File: config.mk
export PLATFORM = sky130hd
export DESIGN_NAME = flap_input_ctrl_flat
export DESIGN_NICKNAME = d
export VERILOG_FILES = /design/src/rtl/flap_input_ctrl_if.sv /design/src/rtl/flap_input_ctrl.sv /design/src/flat_wrapper.sv
export SDC_FILE = /design/constraint.sdc
export NUM_CORES = 1
export LEC_CHECK = 0
export BUFFER_PORTS_ARGS = -buffer_cell sky130_fd_sc_hd__buf_4
export CAP_MARGIN = 10
export CORE_MARGIN = 4
export CORE_UTILIZATION = 25
export CTS_CLUSTER_SIZE = 8
export DETAILED_ROUTE_END_ITERATION = 10
export SLEW_MARGIN = 5
export SYNTH_ARGS = -nofsm -noshare
export SYNTH_HDL_FRONTEND = slang
export SYNTH_SLANG_ARGS = --single-unit
File: constraint.sdc
create_clock -name clk -period 6.29 [get_ports clk]
set_input_delay 0.9435 -clock clk [delete_from_list [all_inputs] [get_ports clk]]
set_output_delay 0.9435 -clock clk [all_outputs]
set_load 0.03 [all_outputs]
File: src/rtl/flap_input_ctrl_if.sv
// Purpose: key-event and flap-command bundle around flap_input_ctrl.
//   master: key-event source (PS/2 decoder side); receives flap status.
//   slave : flap_input_ctrl; consumes key events, drives flap/key_held/flap_count.
// Signals:
//   key_valid  1-cycle strobe, key_make/key_code valid this cycle
//   key_make   1 = make (press), 0 = break (release)
//   key_code   8-bit scan code
//   flap       1-cycle flap pulse to the bird
//   key_held   flap key currently held
//   flap_count 16-bit wrapping count of issued flaps
interface flap_input_ctrl_if;
    logic        key_valid;
    logic        key_make;
    logic [7:0]  key_code;
    logic        flap;
    logic        key_held;
    logic [15:0] flap_count;

    modport master (
        output key_valid, key_make, key_code,
        input  flap, key_held, flap_count
    );

    modport slave (
        input  key_valid, key_make, key_code,
        output flap, key_held, flap_count
    );
endinterface

File: src/rtl/flap_input_ctrl.sv
// Purpose: turns keyboard scan events into the single-cycle flap command for the bird.
//   Detects the flap key, rejects typematic repeats, enforces a minimum spacing of
//   GAP_CYCLES between flaps (one press may be held pending during the gap) and counts
//   issued flaps.
// Ports:
//   clk    system clock
//   reset  synchronous, active-high; dominates all inputs
//   bus    flap_input_ctrl_if.slave (key_valid/key_make/key_code in;
//          flap/key_held/flap_count out, all registered)
// Optional feature: define FLAP_AUTOREPEAT_EN to issue a repeat flap every
//   REPEAT_CYCLES while the key stays held. Without it, holding the key gives one flap.
module flap_input_ctrl #(
    parameter logic [7:0]  FLAP_CODE     = 8'h29,
    parameter int unsigned GAP_CYCLES    = 6_250_000,
    parameter int unsigned REPEAT_CYCLES = 12_500_000,
    parameter int unsigned CNT_W         = 24
) (
    input  logic                clk,
    input  logic                reset,
    flap_input_ctrl_if.slave    bus
);

    localparam int unsigned     CNT_WIDTH = 16;
    localparam logic [CNT_W-1:0] GAP_LOAD = CNT_W'(GAP_CYCLES - 1);

    // Reject configurations the counters cannot represent.
    if (GAP_CYCLES < 2 || REPEAT_CYCLES < GAP_CYCLES || CNT_W < 2 || CNT_W > 32 ||
        64'(REPEAT_CYCLES) >= (64'd1 << CNT_W)) begin : g_bad_cfg
        $error("flap_input_ctrl: invalid GAP_CYCLES/REPEAT_CYCLES/CNT_W combination");
    end

    typedef enum logic {
        S_IDLE     = 1'b0,
        S_COOLDOWN = 1'b1
    } state_e;

    state_e                 state_q,      state_d;
    logic [CNT_W-1:0]       gap_cnt_q,    gap_cnt_d;
    logic                   pending_q,    pending_d;
    logic                   flap_q,       flap_d;
    logic                   key_held_q,   key_held_d;
    logic [CNT_WIDTH-1:0]   flap_count_q, flap_count_d;

    logic code_hit;
    logic press;
    logic release_ev;
    logic rep_req;
    logic req;
    logic fire;

    // Event decode: only valid events carrying the flap key's code matter.
    assign code_hit   = bus.key_valid && (bus.key_code == FLAP_CODE);
    assign press      = code_hit &&  bus.key_make && !key_held_q;
    assign release_ev = code_hit && !bus.key_make;
    assign req        = press || rep_req;

`ifdef FLAP_AUTOREPEAT_EN
    localparam logic [CNT_W-1:0] REP_LAST = CNT_W'(REPEAT_CYCLES - 1);

    logic [CNT_W-1:0] rep_cnt_q, rep_cnt_d;

    // Cycles since the last flap while held; saturates at REP_LAST until a flap restarts it.
    assign rep_req = key_held_q && !release_ev && (rep_cnt_q == REP_LAST);

    always_comb begin : rep_next
        rep_cnt_d = rep_cnt_q;
        if (release_ev) begin
            rep_cnt_d = '0;
        end else if (key_held_q && (rep_cnt_q != REP_LAST)) begin
            rep_cnt_d = rep_cnt_q + CNT_W'(1);
        end
        if (fire) begin
            rep_cnt_d = '0;
        end
    end

    always_ff @(posedge clk) begin : rep_reg
        if (reset) begin
            rep_cnt_q <= '0;
        end else begin
            rep_cnt_q <= rep_cnt_d;
        end
    end
`else
    assign rep_req = 1'b0;
`endif

    // Next-state and output logic.
    always_comb begin : next_state
        state_d      = state_q;
        gap_cnt_d    = gap_cnt_q;
        pending_d    = pending_q;
        flap_d       = 1'b0;
        key_held_d   = key_held_q;
        flap_count_d = flap_count_q;
        fire         = 1'b0;

        if (code_hit) begin
            key_held_d = bus.key_make;
        end

        case (state_q)
            S_IDLE: begin
                if (req) begin
                    fire = 1'b1;
                end
            end
            S_COOLDOWN: begin
                if (gap_cnt_q != '0) begin
                    // Still inside the gap: a request is parked (1-deep).
                    gap_cnt_d = gap_cnt_q - CNT_W'(1);
                    if (req) begin
                        pending_d = 1'b1;
                    end
                end else if (pending_q || req) begin
                    // Gap has elapsed: pending flap and a same-cycle press merge.
                    fire = 1'b1;
                end else begin
                    state_d = S_IDLE;
                end
            end
            default: begin
                state_d = S_IDLE;
            end
        endcase

        // Issuing a flap: pulse, count, and restart the gap.
        if (fire) begin
            flap_d       = 1'b1;
            pending_d    = 1'b0;
            gap_cnt_d    = GAP_LOAD;
            state_d      = S_COOLDOWN;
            flap_count_d = flap_count_q + CNT_WIDTH'(1);
        end
    end

    // State and output registers.
    always_ff @(posedge clk) begin : state_reg
        if (reset) begin
            state_q      <= S_IDLE;
            gap_cnt_q    <= '0;
            pending_q    <= 1'b0;
            flap_q       <= 1'b0;
            key_held_q   <= 1'b0;
            flap_count_q <= '0;
        end else begin
            state_q      <= state_d;
            gap_cnt_q    <= gap_cnt_d;
            pending_q    <= pending_d;
            flap_q       <= flap_d;
            key_held_q   <= key_held_d;
            flap_count_q <= flap_count_d;
        end
    end

    assign bus.flap       = flap_q;
    assign bus.key_held   = key_held_q;
    assign bus.flap_count = flap_count_q;

endmodule
File: src/flat_wrapper.sv
// flat-port wrapper written by rule: the top's interface ports become plain ports
module flap_input_ctrl_flat 
#(
    parameter logic [7:0]  FLAP_CODE     = 8'h29,
    parameter int unsigned GAP_CYCLES    = 6_250_000,
    parameter int unsigned REPEAT_CYCLES = 12_500_000,
    parameter int unsigned CNT_W         = 24
)
  (clk, reset, bus_key_valid, bus_key_make, bus_key_code, bus_flap, bus_key_held, bus_flap_count);
  flap_input_ctrl_if bus_i ();
  input  logic clk;
  input  logic reset;
  input wire logic [$bits(bus_i.key_valid)-1:0] bus_key_valid;
  input wire logic [$bits(bus_i.key_make)-1:0] bus_key_make;
  input wire logic [$bits(bus_i.key_code)-1:0] bus_key_code;
  output wire logic [$bits(bus_i.flap)-1:0] bus_flap;
  output wire logic [$bits(bus_i.key_held)-1:0] bus_key_held;
  output wire logic [$bits(bus_i.flap_count)-1:0] bus_flap_count;
  assign bus_i.key_valid = bus_key_valid;
  assign bus_i.key_make = bus_key_make;
  assign bus_i.key_code = bus_key_code;
  assign bus_flap = bus_i.flap;
  assign bus_key_held = bus_i.key_held;
  assign bus_flap_count = bus_i.flap_count;
  flap_input_ctrl #(.FLAP_CODE(FLAP_CODE), .GAP_CYCLES(GAP_CYCLES), .REPEAT_CYCLES(REPEAT_CYCLES), .CNT_W(CNT_W)) u_core (.clk(clk), .reset(reset), .bus(bus_i));
endmodule
==> flow_summary.ini <==
[synthesis]
synth_top_area_share_pct = 37.27
synth_cell_type_count = 53
avgSynthCellArea_um2 = 8.441
synth_area_mm2 = 0.002364
synth-seq-cells = 44
syn_inst = 280
synth.area.top_cells = dfxtp_1 37%, nor2_1 3.8%, nor2b_1 3.7%
synthesis.nets = 294
synth_area_leader_cell = dfxtp_1
ys_warn_count = 0
synth-seq-area-share_pct = 37.27

[route]
dr.pass1.iters = 4
wire_per_inst_um = 13.43
drt_iter0_drc = 121
avgViaCountPerCell = 5.035
drt_wl_total_um = 5800
drc = 0
final_antenna_net_count = 0
vias = 2175

[timing]
tightest_slew_ns = 1.181
finalCritPeriodShare_pct = 46.68
timing.fmax_ghz = 0.3406
clock_skew_ns = 0.007459
timing.final.ws_setup_ns = 3.354
rsz0062_at_grt = false
setup_viol = 0
fin_crit_ns = 2.936
slew_headroom_pct = 21.26
final.setup.tns_ns = 0
slew_viol_final = 0
hold_viol = 0

[global_routing]
grt_pass1_wl_um = 10200
grt_pass1_vias = 2093
grt_util_all_layers_pct = 10.93
grt_max_degree = 49
overflow = 0
antenna_found_initial = 0

[cells_and_area]
syn_to_final_growth_pct = 18.48
multi_input_area_mm2 = 0.001384
layout_common_cells = 44 x dfxtp_1, 30 x buf_4, 24 x nor2_1
fin_util_pct = 30.30
fill_cells = 1015
finalNonFillerCells = 432
num-nets-final = 316
diodes = 0
regArea_um2 = 880.8
final_common_cell = dfxtp_1
drive_gt1_share_pct = 16.50

[clock_network]
cts_buffer_depth = 2
cts_resized = 0
clk_pin_slew_ns = 0.09
cts_buffers = 5
clock_latency_ns = 0.29
clock_sinks = 44
post_cts_buffers = 0
root_buffer = clkbuf_8
cts_tree = done
cts_max_level = 2
postCtsHoldBufs = 0

[critical_path]
cp-end-kind = flip-flop
startpoint = u_core.gap_cnt_q[12]
r2r_slack_ns = 3.35
crit_end = u_core.bus.flap_count[3]
crit_type = reg -> reg
crit_arrival_ns = 3.13
r2r_end = u_core.bus.flap_count[3]
reg2reg_depth = 5
crit_fanout = 33
critical_path.startpoint_type = flip-flop
critical_path_required_ns = 6.48
rr_startpoint = u_core.gap_cnt_q[12]

[placement]
io_buffers = 29
dp_cells = 424
dp_hpwl_um = 3998
place_ws_ns = 3.272
place.gp.congestion = 0.7762

[run]
drv_cap = 0

[floorplanning]
die_h_um = 105.2
rows = 35
die_width_um = 105.2
die_area_mm2 = 0.01107
initial_core_util_pct = 25.58
io_pins = 30
core_area_mm2 = 0.009240

[power]
total_power_mw = 0.5101
leakage_nw = 1.037
ir_worst_vdd_mv = 0.1510
power_density_mw_per_mm2 = 182.2

[hold_path]
min_path_type = reg -> reg

[run_status]
outcome = finished, final reports clean
sequential cells by signal, summed over array words and instances, names as in the netlist:
signal / cells
u_core.pending_q: 1
u_core.gap_cnt_q: 24
u_core.bus.key_held: 1
u_core.state_q: 1
u_core.bus.flap: 1
u_core.bus.flap_count: 16
per-layer routing:
layer | track usage, % | vias up | share of wire (%)
met5 | 0 | - | 0
met4 | 3.374 | 0 | 1.1
met3 | 2.572 | 4 | 2.9
met2 | 17.90 | 23 | 48
met1 | 14.22 | 1046 | 48
li1 | - | 1102 | -
metrics by stage:
stage	hold slack, ns	cell area (µm²)
after global placement	0.4649	2693
after floorplan	0.4458	2364
final	0.4850	2800
after CTS	0.4875	2800
after detailed placement	0.4738	2693
after global routing	0.5063	2800
how the worst min path moves through the flow:
stage | slack (ns) | depth (start not counted) | end | startpoint
after floorplan | 0.45 | 2 | u_core.gap_cnt_q[22] | u_core.gap_cnt_q[22]
after global placement | 0.46 | 2 | u_core.gap_cnt_q[9] | u_core.gap_cnt_q[9]
after detailed placement | 0.47 | 2 | u_core.gap_cnt_q[22] | u_core.gap_cnt_q[22]
after CTS | 0.49 | 2 | u_core.gap_cnt_q[22] | u_core.gap_cnt_q[22]
after global routing | 0.51 | 2 | u_core.gap_cnt_q[9] | u_core.gap_cnt_q[9]
final | 0.49 | 2 | u_core.gap_cnt_q[22] | u_core.gap_cnt_q[22]
critical path: stages (launching register included):
cell and delay [ns]:
dfxtp_1 0.39, nor4_1 0.54, nand4_1 0.31, o21a_1 0.69, nor4b_1 0.52, mux2_2 0.37
synthesized netlist by cell type, drive strengths merged:
| cell type | n |
|---|---|
| nor4b | 3 |
| o41ai | 3 |
| a41o | 2 |
| a221oi | 2 |
| a21boi | 1 |
| o22ai | 3 |
| mux2 | 11 |
| clkbuf | 14 |
| buf | 1 |
| and4b | 1 |
| xor2 | 3 |
| nand4b | 1 |
| and3 | 7 |
| o21ai | 7 |
| dfxtp | 44 |
| a211oi | 5 |
| inv | 11 |
| nor4 | 11 |
| a21oi | 16 |
| and2 | 2 |
| o221ai | 1 |
| o31ai | 10 |
| a21o | 1 |
| nand3b | 3 |
| nor3 | 18 |
| nor2b | 14 |
| nor2 | 24 |
| or2 | 2 |
| o31a | 1 |
| o21bai | 1 |
| or4 | 7 |
| nand4 | 8 |
| a31oi | 2 |
| a311o | 1 |
| nor4bb | 2 |
| and4 | 3 |
| nand2 | 9 |
| o211ai | 2 |
| mux2i | 1 |
| xnor2 | 2 |
| nor3b | 4 |
| or3 | 4 |
| ha | 2 |
| o21a | 2 |
| nand3 | 8 |
cell type report:
class | instances | share of cell area [%]
Tap cell | 129 | 5.764
Timing Repair Buffer | 30 | 8.043
Multi-Input combinational cell | 210 | 49.42
Sequential cell | 44 | 31.46
Inverter | 11 | 1.475
Clock buffer | 6 | 2.592
Clock inverter | 2 | 1.251
report_power, final:
| part | internal (mW) | total [mW] | switching [mW] |
|---|---|---|---|
| Sequential | 0.278 | 0.279 | 0.000201 |
| Combinational | 0.00794 | 0.0179 | 0.00997 |
| Clock | 0.118 | 0.214 | 0.0957 |
| Total | 0.404 | 0.510 | 0.106 |
kinds of logic after synthesis:
| kind of cell | Yosys count | share of synthesized area [%] |
|---|---|---|
| XOR/XNOR | 5 | 1.853 |
| flip-flops | 44 | 37.27 |
| adder cells (fa/ha/maj) | 2 | 1.059 |
| AO/OA/AOI/OAI | 60 | 17.36 |
| AND/OR/NAND/NOR | 131 | 32.61 |
| buffers and inverters | 26 | 4.182 |
| multiplexers | 12 | 5.664 |
No activity file was read; power rests on OpenSTA's default activity.
